<file path="src/rtl/mips_fetch_unit.sv">
// mips_fetch_unit: instruction-fetch initiator for mips_cpu_harvard.
// Owns the program counter, drives the Harvard instruction port and applies
// branch/jump redirects with one-instruction delay-slot semantics.
//
// Ports:
//   clk, reset          rising-edge clock, synchronous active-high reset
//   clk_enable, stall   global enable / hold request; either freezes all state
//   redirect_valid      instruction at pc is a taken branch/jump
//   redirect_target     destination of that branch/jump
//   instr_readdata      word at instr_address (combinational memory)
//   instr_address       fetch address (equals pc)
//   instr               instr_readdata while active, else nop
//   pc, pc_plus8        current instruction address and its link value
//   in_delay_slot       current instruction is a delay slot
//   active              1 while running, 0 once halted
//   addr_fault          sticky misaligned-redirect flag
module mips_fetch_unit #(
    parameter logic [31:0] RESET_VECTOR = 32'hBFC00000,
    parameter logic [31:0] HALT_ADDR    = 32'h00000000
) (
    input  logic        clk,
    input  logic        reset,
    input  logic        clk_enable,
    input  logic        stall,
    input  logic        redirect_valid,
    input  logic [31:0] redirect_target,
    input  logic [31:0] instr_readdata,
    output logic [31:0] instr_address,
    output logic [31:0] instr,
    output logic [31:0] pc,
    output logic [31:0] pc_plus8,
    output logic        in_delay_slot,
    output logic        active,
    output logic        addr_fault
);

    localparam int unsigned WORD_BYTES = 4;

    typedef enum logic [1:0] {
        RUN    = 2'd0,
        DELAY  = 2'd1,
        HALTED = 2'd2
    } state_t;

    state_t      state;
    state_t      state_nxt;
    logic [31:0] pc_nxt;
    logic [31:0] pending_target;
    logic [31:0] pending_nxt;
    logic        fault_nxt;
    logic        adv;

    // State register; reset wins over enable and stall.
    always_ff @(posedge clk) begin
        if (reset) begin
            state          <= RUN;
            pc             <= RESET_VECTOR;
            pending_target <= 32'h0;
            addr_fault     <= 1'b0;
        end else begin
            state          <= state_nxt;
            pc             <= pc_nxt;
            pending_target <= pending_nxt;
            addr_fault     <= fault_nxt;
        end
    end

    // Next-state logic: linear fetch, delay-slot redirect, halt and fault.
    always_comb begin
        state_nxt   = state;
        pc_nxt      = pc;
        pending_nxt = pending_target;
        fault_nxt   = addr_fault;
        adv         = clk_enable & ~stall & (state != HALTED);

        if (adv) begin
            case (state)
                RUN: begin
                    pc_nxt = pc + 32'(WORD_BYTES);
                    if (redirect_valid) begin
                        pending_nxt = redirect_target;
                        state_nxt   = DELAY;
                        if (redirect_target[1:0] != 2'b00) begin
                            fault_nxt = 1'b1;
                        end
                    end
                end
                DELAY: begin
                    // Later redirects are ignored here: the first one wins.
                    // A misaligned target stops fetch at the delay-slot address.
                    if (pending_target[1:0] != 2'b00) begin
                        state_nxt = HALTED;
                    end else begin
                        pc_nxt    = pending_target;
                        state_nxt = RUN;
                    end
                end
                default: ;
            endcase

            // Reaching the halt address stops fetch, including via wraparound.
            if (pc_nxt == HALT_ADDR) begin
                state_nxt = HALTED;
            end
        end
    end

    assign instr_address = pc;
    assign pc_plus8      = pc + 32'(2 * WORD_BYTES);
    assign in_delay_slot = (state == DELAY);
    assign active        = (state != HALTED);
    assign instr         = active ? instr_readdata : 32'h0;

endmodule

</file>
<file path="config.mk">
export PLATFORM = sky130hd
export DESIGN_NAME = mips_fetch_unit
export DESIGN_NICKNAME = d
export VERILOG_FILES = /design/src/rtl/mips_fetch_unit.sv
export SDC_FILE = /design/constraint.sdc
export NUM_CORES = 1
export LEC_CHECK = 0
export ABC_AREA = 1
export CORE_ASPECT_RATIO = 0.6
export CORE_UTILIZATION = 25
export DETAILED_ROUTE_END_ITERATION = 6
export HOLD_SLACK_MARGIN = 0.15
export PLACE_DENSITY = 0.56
export SKIP_LAST_GASP = 1
export SLEW_MARGIN = 15
export SYNTH_ARGS = -nofsm -noshare
export SYNTH_HDL_FRONTEND = slang
export SYNTH_SLANG_ARGS = --single-unit
</file>
<file path="constraint.sdc">
create_clock -name clk -period 3.1 [get_ports clk]
set_input_delay 0.62 -clock clk [delete_from_list [all_inputs] [get_ports clk]]
set_output_delay 0.62 -clock clk [all_outputs]
set_load 0.01 [all_outputs]
</file>
==> impl_metrics.csv <==
group,metric,value,unit
floorplan,die-width,183,µm
clock_tree,clock_tree.root_cell,"sky130_fd_sc_hd__clkbuf_16",
floorplan,number_of_rows_created_at_floorplan,39,
synthesis,synth.lib_cells_used.distinct,34,
timing,setup_total_negative_slack,0,ps
synthesis,synth-edff-count,0,
grt,global_route_wire_length_before_repair,29200,µm
timing,finalSetupViolCount,0,
setup_path,cp_slowest_stage_delay,570,ps
detailed_routing,routed-via-count,5621,
outcome,result_of_the_run,"finished, final reports clean",
timing,slew_violations,0,
synthesis,synthDominantAreaCellType,"sky130_fd_sc_hd__dfxtp_1",
grt,first_global_vias,5218,
grt,grt-ovfl-total,0,
timing,post-route-min-period,3000,ps
final_layout,ratio_of_cells_with_drive_above_1_in_the_final_layout,10.8,%
synthesis,arithmetic_cell_share_of_the_synthesized_area_counting_full_adders_half_adders_and_majority_gates,0.507,%
hold_path,hold_class,"register to register",
timing,worst_clock_skew,9.44,ps
setup_path,cp_slowest_cell,"sky130_fd_sc_hd__dfxtp_1",
synthesis,ys_ff_latch,67,
synthesis,async_flop_share,0,%
setup_path,critical-path-top-cell-by-count,"sky130_fd_sc_hd__nand2_1",
timing,grt_setup_unrepaired,"false",
detailed_routing,drt_iter0_drc,465,
placed_design,dp.cells,1239,
power_and_ir_drop,worst_ir_drop_vdd,293,µV
synthesis,synth_nets,873,
placed_design,post-dp-hpwl,15000,µm
clock_tree,cts_tree,"yes",
detailed_routing,first_pass_detailed_route_iteration_total,5,
timing,tightest_slew,703,ps
grt,grt_start_max_net_pins,44,
detailed_routing,drt_drc_violations_left,0,
final_layout,n_fill_cell,2088,
synthesis,synth-seq-area-share,27.2,%
synthesis,yosysMostFrequentCell,"sky130_fd_sc_hd__nand2_1",
synthesis,synthesis.yosys.warnings,0,
timing,max_slew_margin,53.1,%
detailed_routing,detail_route.wl_per_cell,15.0,µm
floorplan,die_height,111,µm
final_layout,final_nets,1055,
synthesis,synth-compound-area-share,14.9,%
power_and_ir_drop,power_density,380,nW/µm²
final_layout,final-instance-count-excl-fill,1255,
setup_path,crit_chain,"nand2_1 -> nor2_1 -> nand2_1 -> nor2_1 -> nand2_1 -> xor2_1 -> clkdlybuf4s50_1",
floorplan,floorplan.die_area,20300,µm²
synthesis,ys_top_cells_by_area,"sky130_fd_sc_hd__dfxtp_1 (27%), sky130_fd_sc_hd__nand2_1 (15%), sky130_fd_sc_hd__inv_1 (8.5%)",
synthesis,syn_area,4930,µm²
setup_path,crit_required,2480,ps
final_layout,area_growth,52.2,%
synthesis,synth_simple_gate_area_share,35.1,%
timing,hold_violations,0,
synthesis,synth.area.mux_share,0,%
floorplan,effective_utilization_at_floorplan,25.7,%
flow_run,drv_cap,0,
synthesis,synth.avg_cell_area,6.15,µm²
clock_tree,post_cts.repair.setup_buffers,0,
synthesis,synth_top_area_share,27.2,%
synthesis,syn_inst,802,
clock_tree,clk_latency,330,ps
clock_tree,number_of_clock_sinks,67,
setup_path,crit_path_start_kind,"register",
synthesis,yosys_most_used_dff,"sky130_fd_sc_hd__dfxtp_1",
placed_design,place_congestion,0.884,
final_layout,area_of_combinational_cells_with_multiple_inputs,2770,µm²
clock_tree,h-tree-depth,3,
clock_tree,tritoncts.num_buffers,9,
timing,achievable-frequency,333,MHz
detailed_routing,detail-route-antenna-nets,0,
setup_path,timing.setup.critical_path_class,"register to output port",
detailed_routing,vias_per_cell,4.48,
floorplan,pin_count,200,
timing,post-route-period-util,96.9,%
detailed_routing,finalWirelength,18800,µm
synthesis,synth_xor_xnor_area_share,4.80,%
setup_path,worst-endpoint-arrival,2380,ps
final_layout,seq_area,1340,µm²
power_and_ir_drop,power.static_leakage,3.34,nW
setup_path,crit_path_max_fanout,9,
clock_tree,ctsHoldBuffers,0,
grt,antenna_found_initial,0,
final_layout,insertedDiodeCount,0,
synthesis,post_synth_most_frequent_cells,"sky130_fd_sc_hd__nand2_1 (193), sky130_fd_sc_hd__inv_1 (112), sky130_fd_sc_hd__nor2_1 (93)",
floorplan,coreArea,19200,µm²
clock_tree,clkSlewWorstSetupHoldPaths,60,ps
synthesis,main_combinational_cell_family_by_area_after_synthesis,"simple AND/OR/NAND/NOR gates",
grt,global_route.usage.total,18.7,%
clock_tree,cts_max_path_buffers,2,
setup_path,end_kind,"output port",
placed_design,buffer_ports.inserted,199,
-- layer usage --
layer	GRT usage (%)	vias to the layer above	routed length (µm)
met3	6.24	2	2140
met2	25.0	288	7080
met4	2.33	0	31
met5	0	-	0
met1	28.7	2464	9530
li1	-	2867	-
-- final cells by class --
cell class              count  area share [%]
clock buffers              10            3.18
well taps                 266            4.43
flip-flops and latches     67            17.9
clock inverters             6           0.967
multi-input cells         551            36.9
inverters                 117            5.88
repair buffers            238            30.7
-- kinds of logic (layout without fill, tap and decap cells) --
logic type | count (synthesis) | count (layout)
XOR/XNOR | 27 | 27
AND/OR/NAND/NOR | 388 | 388
AO/OA/AOI/OAI | 134 | 134
adder cells (fa/ha/maj) | 2 | 2
buffers and inverters | 184 | 371
flip-flops | 67 | 67
-- critical path: cells and delay by family (launching register included) --
| kind | cells | cell delay (ps) |
|---|---|---|
| flops | 1 | 570 |
| buf+inv | 1 | 570 |
| simple gates | 5 | 760 |
| xor+xnor | 1 | 150 |
-- placed cells by master (no fill, tap or decap), types with 5 or more instances in the layout --
| master | Yosys | final |
|---|---|---|
| sky130_fd_sc_hd__dlymetal6s2s_1 | 0 | 6 |
| sky130_fd_sc_hd__buf_4 | 36 | 38 |
| sky130_fd_sc_hd__nor2_2 | 9 | 14 |
| sky130_fd_sc_hd__o21ai_0 | 39 | 39 |
| sky130_fd_sc_hd__xor2_1 | 27 | 27 |
| sky130_fd_sc_hd__nor2_4 | 8 | 9 |
| sky130_fd_sc_hd__nand2_2 | 6 | 8 |
| sky130_fd_sc_hd__clkdlybuf4s50_1 | 0 | 187 |
| sky130_fd_sc_hd__dfxtp_1 | 67 | 65 |
| sky130_fd_sc_hd__a21oi_1 | 69 | 69 |
| sky130_fd_sc_hd__nand2_1 | 193 | 191 |
| sky130_fd_sc_hd__clkbuf_16 | 0 | 9 |
| sky130_fd_sc_hd__nand3_1 | 54 | 53 |
| sky130_fd_sc_hd__a22oi_1 | 20 | 20 |
| sky130_fd_sc_hd__nor2_1 | 93 | 87 |
| sky130_fd_sc_hd__nand2_4 | 6 | 6 |
| sky130_fd_sc_hd__inv_1 | 112 | 112 |
| sky130_fd_sc_hd__nor3_1 | 8 | 5 |
-- through the flow --
stage / power, W / hold WS (ps) / instance area, µm² / util [%] / worst slack (ps)
after floorplan: 0.00137 / 430 / 4930 / - / 550
after detailed placement: 0.00180 / 445 / 7140 / 37.3 / 236
after CTS: 0.00287 / 454 / 7460 / 38.9 / -109
final: 0.00285 / 455 / 7510 / 39.1 / 96.3
after global placement: 0.00180 / 443 / 7140 / 37.3 / 240
after global routing: 0.00299 / 488 / 7510 / 39.1 / 2.26
-- where the power goes --
| part | switching (W) | leakage [nW] | internal (W) | total (W) |
|---|---|---|---|---|
| sequential | 0.0000541 | 0.548 | 0.000908 | 0.000962 |
| clock | 0.000420 | 0.150 | 0.000654 | 0.00107 |
| combinational | 0.000413 | 2.64 | 0.000401 | 0.000814 |
-- sequential cells by signal (all words and copies together), names as in the netlist --
name / flops
instr_address: 32
addr_fault: 1
state: 2
pending_target: 32
-- worst paths after layout --
path | endpoint | from | depth (start not counted) | slack, ps
worst max-delay path | pc_plus8[30] | instr_address[27] | 7 | 100
worst min-delay path | pending_target[8] | pending_target[8] | 2 | 450
worst max register to register | state[1] | instr_address[2] | 15 | 610
worst min register to register | pending_target[8] | pending_target[8] | 2 | 450
-- timing repair --
action,in CTS,in global routing
resized for setup,8,18
setup endpoints to repair,9,12
pin swaps,1,1
No activity file was read; power rests on OpenSTA's default activity.
